### src/rtl/vending_pkg.sv
// Shared types and widths for the single-product vending controller.
package vending_pkg;

  localparam int CREDIT_W = 5;
  localparam int COIN_W   = 4;

  typedef enum logic [1:0] {
    IDLE    = 2'd0,
    COLLECT = 2'd1,
    VEND    = 2'd2,
    REFUND  = 2'd3
  } state_t;

endpackage

### src/rtl/vending_fsm.sv
// Vending controller: accumulates coin credit, pulses dispense with change at price,
// refunds on request. All outputs are registered alongside the state.
module vending_fsm
  import vending_pkg::*;
#(
  parameter int PRICE = 10
) (
  input  logic              clock,
  input  logic              resetN,
  input  logic              coinInserted,
  input  logic [COIN_W-1:0] money,
  input  logic              returnMoney,
  output logic [COIN_W-1:0] coinReturn,
  output logic              dispense
);

  localparam logic [CREDIT_W-1:0] PRICE_C = CREDIT_W'(PRICE);

  state_t                r_state;
  logic [CREDIT_W-1:0]   r_credit;
  logic                  r_dispense;
  logic [COIN_W-1:0]     r_coinReturn;

  state_t                w_nextState;
  logic [CREDIT_W-1:0]   w_nextCredit;
  logic                  w_nextDispense;
  logic [COIN_W-1:0]     w_nextCoinReturn;
  logic                  w_deposit;
  logic [CREDIT_W-1:0]   w_sum;
  logic                  w_reachPrice;
  logic [COIN_W-1:0]     w_change;

  // Credit is at most PRICE-1 before a deposit, so the 5-bit sum never wraps.
  assign w_deposit    = coinInserted && (money != '0) && !returnMoney;
  assign w_sum        = r_credit + CREDIT_W'(money);
  assign w_reachPrice = (w_sum >= PRICE_C);
  assign w_change     = COIN_W'(w_sum - PRICE_C);

  always_comb begin
    w_nextState  = r_state;
    w_nextCredit = r_credit;
    unique case (r_state)
      IDLE, COLLECT: begin
        if (r_state == COLLECT && returnMoney) begin
          w_nextState  = REFUND;
          w_nextCredit = '0;
        end else if (w_deposit) begin
          if (w_reachPrice) begin
            w_nextState  = VEND;
            w_nextCredit = '0;
          end else begin
            w_nextState  = COLLECT;
            w_nextCredit = w_sum;
          end
        end
      end
      VEND, REFUND: begin
        w_nextState  = IDLE;
        w_nextCredit = '0;
      end
      default: begin
        w_nextState  = IDLE;
        w_nextCredit = '0;
      end
    endcase
  end

  // Output values for the cycle that follows the next edge.
  always_comb begin
    w_nextDispense   = 1'b0;
    w_nextCoinReturn = '0;
    unique case (r_state)
      IDLE, COLLECT: begin
        if (r_state == COLLECT && returnMoney) begin
          w_nextCoinReturn = COIN_W'(r_credit);
        end else if (w_deposit && w_reachPrice) begin
          w_nextDispense   = 1'b1;
          w_nextCoinReturn = w_change;
        end
      end
      default: begin
        w_nextDispense   = 1'b0;
        w_nextCoinReturn = '0;
      end
    endcase
  end

  always_ff @(posedge clock or negedge resetN) begin
    if (!resetN) begin
      r_state      <= IDLE;
      r_credit     <= '0;
      r_dispense   <= 1'b0;
      r_coinReturn <= '0;
    end else begin
      r_state      <= w_nextState;
      r_credit     <= w_nextCredit;
      r_dispense   <= w_nextDispense;
      r_coinReturn <= w_nextCoinReturn;
    end
  end

  assign dispense   = r_dispense;
  assign coinReturn = r_coinReturn;

endmodule

### config.mk
export PLATFORM = sky130hd
export DESIGN_NAME = vending_fsm
export DESIGN_NICKNAME = d
export VERILOG_FILES = /design/src/rtl/vending_pkg.sv /design/src/rtl/vending_fsm.sv
export SDC_FILE = /design/constraint.sdc
export NUM_CORES = 1
export LEC_CHECK = 0
export CORE_MARGIN = 5
export CORE_UTILIZATION = 45
export DETAILED_ROUTE_END_ITERATION = 10
export GPL_ROUTABILITY_DRIVEN = 0
export PLACE_DENSITY_LB_ADDON = 0.08
export SKIP_LAST_GASP = 1
export SLEW_MARGIN = 0
export SYNTH_ARGS = -nofsm -noshare
export SYNTH_HDL_FRONTEND = slang
export SYNTH_SLANG_ARGS = --single-unit
### constraint.sdc
create_clock -name clock -period 2.4 [get_ports clock]
set_input_delay 0.48 -clock clock [delete_from_list [all_inputs] [get_ports clock]]
set_output_delay 0.48 -clock clock [all_outputs]
set_load 0.005 [all_outputs]
-- Word level (Yosys, flattened, before mapping)
Index checks and enable logic that the tools add are counted.
- flip-flop bits (word level): 12
- output and inout port bits: 5
- word-level logic and storage cells: 34
- add/subtract/negate cells: 2
- order comparisons: 1
- equality and inequality tests: 4
- mux-type cells: 14
- reduce and logical (&&, ||, !) cells: 9
- operator list (kind ; number):
    two-way mux 5 bit ; 3
    two-way mux 4 bit ; 3
    case mux 5 bit (2 select lines) ; 1
    two-way mux 2 bit ; 3
    adder 5 x 4 -> 5 bit ; 1
    greater-or-equal comparator 5 x 4 -> 1 bit (second input constant) ; 1
    == test 2 bit (second input constant) ; 2
    logical AND 1 bit ; 4
    case mux 2 bit (2 select lines) ; 1
    nonzero test 4 bit ; 1
    OR reduction 2 bit ; 2
    subtractor 4 bit (second input constant) ; 1
    two-way mux 1 bit ; 3
    != test 3 bit (second input constant) ; 1
    == test 2 x 1 -> 1 bit (second input constant) ; 1
    logical NOT 2 bit ; 1
    logical NOT 1 bit ; 1

-- Logic depth before layout (Yosys ltp)
- depth in word-level cells: 7
- mapped depth: 9

-- Least setup slack after synthesis
No wires, ideal clock.
- path type: in2reg
- start point: in money[0]
- end point: reg r_credit[0]
- arrival: 2.250 ns
- slack: 0.028 ns
- stages: 9
- path through: ha_1 -> fa_1 -> inv_1 -> ha_1 -> inv_1 -> a31oi_1 -> o32a_1 -> buf_6 -> a32o_1
- cells in the longest elaborated chain, start to end: 6
- ends and longest elaborated chain (item ; line ; source):
    from (decl) ; vending_fsm.sv:11 ; input logic [COIN_W-1:0] money,
    adder 5 x 4 -> 5 bit ; vending_fsm.sv:35 ; assign w_sum = r_credit + CREDIT_W'(money);
    greater-or-equal comparator 5 x 4 -> 1 bit ; vending_fsm.sv:36 ; assign w_reachPrice = (w_sum >= PRICE_C);
    two-way mux 5 bit ; vending_fsm.sv:48 ; if (w_reachPrice) begin
    two-way mux 5 bit ; vending_fsm.sv:47 ; end else if (w_deposit) begin
    two-way mux 5 bit ; vending_fsm.sv:44 ; if (r_state == COLLECT && returnMoney) begin
    case mux 5 bit (2 select lines) ; vending_fsm.sv:42 ; unique case (r_state)
    to (signal assigned) ; vending_fsm.sv:96 ; r_credit <= w_nextCredit;
    to (decl) ; vending_fsm.sv:20 ; logic [CREDIT_W-1:0] r_credit;
Several ways; a longest one is shown, not always the timed one. The select of a mux whose other input is x is not followed.
A chain may end at the register's enable or synchronous reset.

-- Final worst setup path
- start point: reg r_credit[0]
- end point: reg r_coinReturn[1] (netlist: coinReturn[1])
- cells in the longest elaborated chain, start to end: 6
- ends and longest elaborated chain (item ; line ; source):
    adder 5 x 4 -> 5 bit * ; vending_fsm.sv:35 ;
    greater-or-equal comparator 5 x 4 -> 1 bit ; vending_fsm.sv:36 ;
    logical AND 1 bit ; vending_fsm.sv:76 ; end else if (w_deposit && w_reachPrice) begin
    two-way mux 4 bit * ; vending_fsm.sv:76 ;
    two-way mux 4 bit * ; vending_fsm.sv:74 ; if (r_state == COLLECT && returnMoney) begin
    two-way mux 4 bit * ; vending_fsm.sv:72 ; unique case (r_state)
    net w_nextCoinReturn[1] ; vending_fsm.sv:27 ; logic [COIN_W-1:0] w_nextCoinReturn;
    to (signal assigned) ; vending_fsm.sv:98 ; r_coinReturn <= w_nextCoinReturn;
    to (decl) ; vending_fsm.sv:22 ; logic [COIN_W-1:0] r_coinReturn;
Mark *: on every way through the listed nets, which the timed path passes. The rest lies on a longest branch.

==> reports/metrics.yaml <==
logic_synthesis:
  postSynthAreaPerCell_um2: 10.7
  synth_area_leaders: "dfrtp_1 42%, ha_1 8.7%, o31ai_2 7.0%, a21oi_1 3.5%, nand2_1 3.1%"
  synth_cell_type_count: 28
  ys_async_sr_fraction_pct: 100
  synth-edff-count: 0
  ys_seq_area_share_pct: 41.7
  yosys_warnings: 0
  synth.largest_area_cell: "dfrtp_1"
  synth_seq_cells: 12
  synth_fp_nets: 81
  synth_area_um2: 719
  synth_top_area_share_pct: 41.7
  synth_cells: 67
  ys.flop_type: "dfrtp_1"
setup_path:
  crit_path_max_incr_delay_ns: 0.54
  critPathMostFrequentCell: "inv_2"
  critPathArrivalTime_ns: 2.52
  critPathKind: "reg2reg"
  worstReg2RegEnd: "coinReturn[1]"
  start_kind: "register"
  critPathTopFamily: "adder cells"
  critPathMaxFanout: 6
  rrSetupSlack_ns: 0.06
  crit_buf_inv: 3
  crit_path_top_delay_cell: "fa_2"
  required_ns: 2.59
  reg2reg_depth: 9
  cp_cell_sequence: "ha_2 > fa_2 > inv_2 > ha_4 > inv_2 > a31oi_1 > o32a_2 > buf_6 > o31ai_4"
  worst_setup_path_end_kind: "register"
  regToRegStartpoint: "r_credit[0]"
min_path:
  hold_path_end: "r_credit[4]"
  min_path_cells: 1
  min_from: "r_credit[4]"
  hp-class: "reg2reg"
run:
  maxCapViolations: 0
global_route:
  grt_pass1_wl_um: 2800
  grt_use_total_pct: 15.0
  grt_pass1_vias: 607
  grt-ovfl-total: 0
  grt_max_degree: 13
  antenna_found_initial: 0
die:
  core_area_um2: 1510
  fp.dieW_um: 50.0
  die_area_um2: 2500
  rows: 14
  io_pins: 13
  die_y_um: 50.0
  start_util_pct: 47.8
final_layout:
  nets: 111
  final_util_pct: 72.2
  area_delta_synth_final_pct: 51.1
  final_layout_size_suffix_gt1_share_pct: 35.4
  diodes: 0
  layout.cells.non_filler: 112
timing:
  fmax_mhz: 428
  setup_ws_ns: 0.0626
  final_hold_viol_count: 0
  slew_headroom_pct: 64.3
  rsz0062_at_grt: "no"
  tightest_slew_ns: 0.534
  slew_viol_final: 0
  finClkSkew_ns: 0.00396
  min_period_ns: 2.34
  final-setup-viol-count: 0
  finalCritPeriodShare_pct: 97.4
  tns_ns: 0
route:
  remaining_drc_errors: 0
  vias_per_cell: 5.40
  drt_first_pass_iters: 4
  vias: 605
  drtIter0Drc: 16
  postRouteAntennaNets: 0
  totalWireLength_um: 1700
  routedWlPerCell_um: 15.2
clock_tree:
  cts_buffers: 3
  path_clk_slew_ns: 0.07
  insertion_delay_ns: 0.27
  cts.hold.buffers_added: 0
  clk_path_buf_depth: 2
  numClockSinks: 12
  cts_tree: "done"
  htreeDepth: 1
  root_buffer: "clkbuf_4"
placed_design:
  dp_cells: 104
  numPortBuffers: 12
  place_ws_ns: -0.608
  place_hpwl_um: 1230
power:
  leakage_nw: 0.485
  ir_worst_vdd_uv: 668
  powerDensity_nw_per_um2: 1140
  power_w: 0.00124
outcome:
  status: "complete, no violations"
[registers in the layout, indices dropped and copies added, names as in the netlist]
register / flops
r_credit: 5
coinReturn: 4
r_state: 2
dispense: 1
[layout make-up]
type | instances | area [um2]
clock buffers | 4 | 36.3
flip-flops and latches | 12 | 300
fillers | 104 | 419
well taps | 16 | 20.0
inverters | 5 | 18.8
multi-input cells | 47 | 465
repair buffers | 28 | 246
[cell families (layout without fill, tap and decap cells)]
| family | count (synthesis) | in the layout | share of synthesized area (%) |
|---|---|---|---|
| compound gates | 18 | 18 | 22.1 |
| xor+xnor | 2 | 2 | 4.35 |
| fa+ha+maj | 6 | 6 | 11.5 |
| buf+inv | 8 | 37 | 5.39 |
| flops | 12 | 12 | 41.7 |
| simple gates | 21 | 21 | 15.0 |
[where the power goes]
part | leakage (nW) | total [W] | internal [W] | switching, W
combinational | 0.303 | 0.000777 | 0.000422 | 0.000355
clock | 0.0210 | 0.000157 | 0.0000923 | 0.0000648
sequential | 0.161 | 0.000306 | 0.000258 | 0.0000482
total | 0.485 | 0.00124 | 0.000773 | 0.000468
[metrics by stage]
step / hold slack [ns] / instance area, um2
6_report: 0.492 / 1090
5_1_grt: 0.548 / 1090
4_1_cts: 0.502 / 1060
3_5_place_dp: 0.480 / 930
3_3_place_gp: 0.472 / 930
2_1_floorplan: 0.184 / 719
[layout by cell type (no fill, tap or decap), drive strengths merged, types with 2 or more instances in the layout]
cell type	synthesis	routed
and3	2	2
a21oi	5	5
a32o	2	2
nand2	6	6
inv	5	5
ha	5	5
clkdlybuf4s50	0	10
nor2	4	4
buf	2	16
nor4	3	3
dfrtp	12	12
clkbuf	1	4
o31ai	4	4
nand3	2	2
a22o	2	2
[timing repair]
action | 4_1_cts | 5_1_grt
pin swaps | 4 | 3
setup endpoints to repair | 11 | 8
gates resized for setup | 17 | 3
setup buffers | 3 | 1
cloned | 0 | 0
[worst max-delay path by stage]
stage | from | endpoint | slack [ns] | depth (start not counted)
3_5_place_dp | money[0] | coinReturn[1] | -0.61 | 10
4_1_cts | r_credit[0] | coinReturn[1] | -0.006 | 9
5_1_grt | r_credit[0] | coinReturn[1] | 0.004 | 9
3_3_place_gp | money[0] | coinReturn[0] | -0.52 | 10
6_report | r_credit[0] | coinReturn[1] | 0.06 | 9
2_1_floorplan | money[0] | r_credit[0] | 0.03 | 9
[Yosys cell counts, types with 2 or more instances]
cell	n
nor2_1	4
a22o_1	2
o31ai_2	4
nor4_1	3
ha_1	5
a21oi_1	5
inv_1	5
a32o_1	2
nand2_1	6
nand3_1	2
dfrtp_1	12
[per-layer routing]
metal	GRT usage, %	wire length, um
met1	19.4	757
met2	23.2	847
met3	5.72	85
met4	3.93	9
met5	0	0
[worst register-to-register path, delay by kind of cell, from the launching register on]
| family | cells | cell delay [ns] |
|---|---|---|
| AOI/OAI and AO/OA | 3 | 0.68 |
| adders and majority gates | 3 | 0.92 |
| buffers and inverters | 3 | 0.28 |
| DFF | 1 | 0.39 |
(Power assumes the default switching activity.)
